## config.mk

```make
export PLATFORM = sky130hd
export DESIGN_NAME = pc_unit
export DESIGN_NICKNAME = d
export VERILOG_FILES = /design/src/rtl/pc_unit.sv
export SDC_FILE = /design/constraint.sdc
export NUM_CORES = 1
export LEC_CHECK = 0
export ABC_AREA = 1
export CAP_MARGIN = 20
export CORE_UTILIZATION = 48
export DETAILED_ROUTE_END_ITERATION = 6
export HOLD_SLACK_MARGIN = 0.15
export PLACE_DENSITY = 0.91
export SYNTH_ARGS = -nofsm -noshare
export SYNTH_HDL_FRONTEND = slang
export SYNTH_SLANG_ARGS = --single-unit
export TNS_END_PERCENT = 5
```

## constraint.sdc

```tcl
create_clock -name clk -period 3 [get_ports clk]
set_input_delay 0.6 -clock clk [delete_from_list [all_inputs] [get_ports clk]]
set_output_delay 0.6 -clock clk [all_outputs]
set_load 0.05 [all_outputs]
```

## src/rtl/pc_unit.sv

```systemverilog
// Program counter unit: holds the fetch PC, selects the next PC from
// trap / stall / jalr / branch / sequential sources, rejects misaligned
// control-flow targets by redirecting to the trap vector, and sequences
// a small BOOT -> RUN <-> HALT state machine.
module pc_unit #(
   parameter int              XLEN         = 32,
   parameter logic [XLEN-1:0] RESET_VECTOR = {XLEN{1'b0}},
   parameter int              INC          = 4,
   parameter int              ALIGN_C      = 0
) (
   input  logic            clk,
   input  logic            rst,
   input  logic            stall,
   input  logic            br_taken,
   input  logic [XLEN-1:0] br_target,
   input  logic            jalr,
   input  logic [XLEN-1:0] jalr_base,
   input  logic [XLEN-1:0] jalr_off,
   input  logic            trap,
   input  logic [XLEN-1:0] trap_vec,
   input  logic            halt,
   input  logic            resume,
   output logic [XLEN-1:0] pc,
   output logic [XLEN-1:0] pc_plus,
   output logic            fetch_valid,
   output logic            misalign,
   output logic [1:0]      state
);

   typedef enum logic [1:0] {
      BOOT = 2'b00,
      RUN  = 2'b01,
      HALT = 2'b10
   } state_t;

   localparam logic [XLEN-1:0] INC_V       = XLEN'(INC);
   localparam logic            CHECK_ALIGN = (ALIGN_C == 0);

   state_t          state_reg;
   logic [XLEN-1:0] pc_reg;
   logic            misalign_reg;

   logic [XLEN-1:0] jalr_sum;
   logic [XLEN-1:0] jalr_tgt;
   logic [XLEN-1:0] br_tgt;
   logic [XLEN-1:0] tvec;
   logic            jalr_bad;
   logic            br_bad;

   // Candidate targets: bit 0 is never part of an instruction address,
   // and the trap vector is always word aligned.
   assign jalr_sum = jalr_base + jalr_off;
   assign jalr_tgt = {jalr_sum[XLEN-1:1], 1'b0};
   assign br_tgt   = {br_target[XLEN-1:1], 1'b0};
   assign tvec     = {trap_vec[XLEN-1:2], 2'b00};
   assign jalr_bad = CHECK_ALIGN & jalr_tgt[1];
   assign br_bad   = CHECK_ALIGN & br_tgt[1];

   assign pc          = pc_reg;
   assign pc_plus     = pc_reg + INC_V;
   assign misalign    = misalign_reg;
   assign state       = state_reg;
   assign fetch_valid = (state_reg == RUN);

   // State machine and PC register; misalign is a one-cycle registered pulse.
   always_ff @(posedge clk) begin
      if (rst) begin
         state_reg    <= BOOT;
         pc_reg       <= RESET_VECTOR;
         misalign_reg <= 1'b0;
      end else begin
         misalign_reg <= 1'b0;
         case (state_reg)
            BOOT: begin
               state_reg <= RUN;
            end
            RUN: begin
               if (trap) begin
                  pc_reg <= tvec;
               end else if (!stall) begin
                  if (jalr) begin
                     if (jalr_bad) begin
                        pc_reg       <= tvec;
                        misalign_reg <= 1'b1;
                     end else begin
                        pc_reg <= jalr_tgt;
                     end
                  end else if (br_taken) begin
                     if (br_bad) begin
                        pc_reg       <= tvec;
                        misalign_reg <= 1'b1;
                     end else begin
                        pc_reg <= br_tgt;
                     end
                  end else begin
                     pc_reg <= pc_plus;
                  end
               end
               if (halt && !trap) begin
                  state_reg <= HALT;
               end
            end
            HALT: begin
               if (trap) begin
                  pc_reg    <= tvec;
                  state_reg <= RUN;
               end else if (resume) begin
                  state_reg <= RUN;
               end
            end
            default: begin
               state_reg <= BOOT;
               pc_reg    <= RESET_VECTOR;
            end
         endcase
      end
   end

endmodule
```

==> run metrics <==
Initial Util 0.493; power density cells 406 nW/um^2; port bufs 196; post-CTS setup repair buffer count 0; clock buffer depth 2; P&R area growth vs syn 40.3%; Die ar. 12,800 um^2; GR Util All Layers 0.355; clock-pin transition on the worst setup and hold timing paths 0.06 ns; Clock Sinks 33; total grt overflow 0; first-pass GRT wire length 36,500 um; core area 12,100 um^2; class of the worst hold path reg -> reg; Tightest Pin Transition 0.622 ns; Post-synth ARST share 0; Seq/Total Area, Yosys 0.111; Post-synth EDFFs 0; Fin. Hold Viols 0; root buffer cell clkbuf_16; CTS tree done; mapped cell area 5950 um^2; site row count 40; vias in the first global route 7,596; Post-Syn Instances 1,162; outcome complete, no violations; share of cells above drive strength 1 0.0647; latest clock arrival within the worst-skew pair 0.28 ns; top post-synthesis cells by area nand2_1 (29%), dfxtp_1 (11%), inv_1 (10%); fin. max-slew vios 0; placed instance count 1,520; drt total wl 22,900 um; drt pass-1 iters 6; Avg Cell Area, Syn 5.12 um^2; final worst-path cycle share 0.993; Post-Route Setup TNS 0 ns; ant diodes 0; chip height 113 um; Num CTS Buffers 5; Final Wtd Congestion 0.986; Final WS setup 0.0211 ns; Final nets 1,531; final core occ 0.693; Fmax 0.336 GHz; MaxCap Viol Count 0; hpwl dp 18,600 um; CP required 2.40 ns; non-filler instance count after layout 1,528; top-area cell type share of the netlist area 0.294; Die X 113 um; Critical Path End Type output port; max FFs per register 30; IO Pins 204; routed wire length per instance 15.0 um; hold_ws 0.517 ns; # H-tree levels 2; WS Path Type reg -> out; Crit path largest cell delay 0.58 ns; top_reg_cell synth dfxtp_1; initial DRC count 941; setup violators final 0; initial antenna violation count 0; Arr. time, crit path 2.38 ns; Leakage 4.20 nW; number of vias per cell 5.50; DRC 0; Worst Path Max Fanout 8; largest net degree at the start of global routing 31; skew final 0.00689 ns; flops & latches, synth 33; crit start category flop; Yosys Warn Count 0; Final ANT Viol Nets 0; Final min period 2.98 ns; RSZ-0062 raised after global routing yes; Slowest-stage cell, CP dfxtp_1; via count 8,403; Worst VDD drop 0.000311 V; cell taking the most area after synthesis nand2_1; Max-slew headroom 0.583; critical path cell sequence ha_1, inv_2, nor2_4, nand2_1, xnor2_1, buf_12; Synth cell types 50; pre-CTS setup slack -0.0247 ns
-- cells in the final DEF, fill, tap and decap left out, drive strengths merged, types with 7 or more instances in the layout --
cell / synthesis / layout
nand2: 471 / 471
clkdlybuf4s50: 0 / 171
inv: 167 / 167
nor2: 123 / 123
a21oi: 106 / 106
nand3: 56 / 56
buf: 18 / 48
o21ai: 42 / 42
ha: 35 / 35
dfxtp: 33 / 33
xor2: 14 / 14
a221oi: 10 / 10
o21bai: 9 / 9
nand4: 8 / 8
xnor2: 7 / 7
-- metrics by stage --
stage | cell area, um^2 | power (W)
after detailed placement | 8210 | 0.00286
after global placement | 8210 | 0.00282
after floorplan | 5960 | 0.00205
final | 8350 | 0.00339
after CTS | 8350 | 0.00335
after global routing | 8350 | 0.00360
-- worst max-delay path: cells and delay by family, from the launching register on --
family / cells / cell delay, ns
DFF: 1 / 0.58
adders and majority gates: 1 / 0.36
and+or+nand+nor: 2 / 0.39
buffers and inverters: 2 / 0.30
xor gates and xnor gates: 1 / 0.47
-- worst paths after layout --
path / cells past startpoint / endpoint / slack [ns] / from
worst min-delay path: 2 / pc[31] / 0.52 / pc[31]
worst min register to register: 2 / pc[31] / 0.52 / pc[31]
worst max-delay path: 6 / pc_plus[8] / 0.02 / pc[2]
worst max register to register: 10 / pc[8] / 0.43 / pc[2]
-- per-layer routing --
layer	global-route usage	up-vias	wire, um
met5	0	-	0
li1	-	4050	-
met2	0.583	571	10100
met1	0.448	3678	9190
met3	0.0482	104	2350
met4	0.196	0	1270
-- repair_timing --
action | in CTS | in global routing
endpoints found under the setup margin | 2 | 4
resized for setup | 2 | 3
hold buffers | 0 | 0
-- area by class of cell --
class / instances / area (um^2)
Clock buffer: 6 / 129
Fill cell: 1099 / 3710
Sequential cell: 33 / 661
Timing Repair Buffer: 224 / 2210
Multi-Input combinational cell: 926 / 4490
Clock inverter: 2 / 10.0
Tap cell: 168 / 210
Inverter: 169 / 636
-- synthesized netlist by cell type (2+ instances only) --
| cell type | count |
|---|---|
| a21o_1 | 4 |
| a21oi_1 | 103 |
| a21oi_2 | 3 |
| a221oi_1 | 10 |
| a22o_1 | 2 |
| a22oi_1 | 4 |
| a22oi_2 | 2 |
| and2_1 | 3 |
| buf_2 | 12 |
| buf_4 | 5 |
| clkbuf_1 | 18 |
| dfxtp_1 | 33 |
| ha_1 | 35 |
| inv_1 | 161 |
| inv_2 | 6 |
| nand2_1 | 466 |
| nand2_2 | 5 |
| nand3_1 | 55 |
| nand3b_1 | 2 |
| nand4_1 | 8 |
| nor2_1 | 114 |
| nor2_2 | 6 |
| nor2_4 | 3 |
| nor3_1 | 2 |
| nor4_1 | 2 |
| o211ai_1 | 3 |
| o21ai_0 | 36 |
| o21ai_1 | 3 |
| o21ai_2 | 3 |
| o21bai_1 | 9 |
| o221ai_1 | 3 |
| o22ai_1 | 4 |
| or2_2 | 2 |
| xnor2_1 | 7 |
| xor2_1 | 13 |
-- cells by family (layout without fill, tap and decap cells) --
| kind of cell | Yosys count | count (layout) | share of synthesized area |
|---|---|---|---|
| XOR/XNOR | 21 | 21 | 0.0322 |
| other | 1 | 4 | 0.000630 |
| AO/OA/AOI/OAI | 193 | 193 | 0.189 |
| AND/OR/NAND/NOR | 672 | 672 | 0.454 |
| buffers and inverters | 206 | 401 | 0.136 |
| flip-flops | 33 | 33 | 0.111 |
| adder cells (fa/ha/maj) | 36 | 36 | 0.0769 |
-- power by group --
part / leakage (nW) / internal (W) / switching, W
clock: 0.0706 / 0.000305 / 0.000188
combinational: 3.86 / 0.000825 / 0.00148
sequential: 0.267 / 0.000498 / 0.0000951
total: 4.20 / 0.00163 / 0.00177
(Power assumes the default switching activity.)
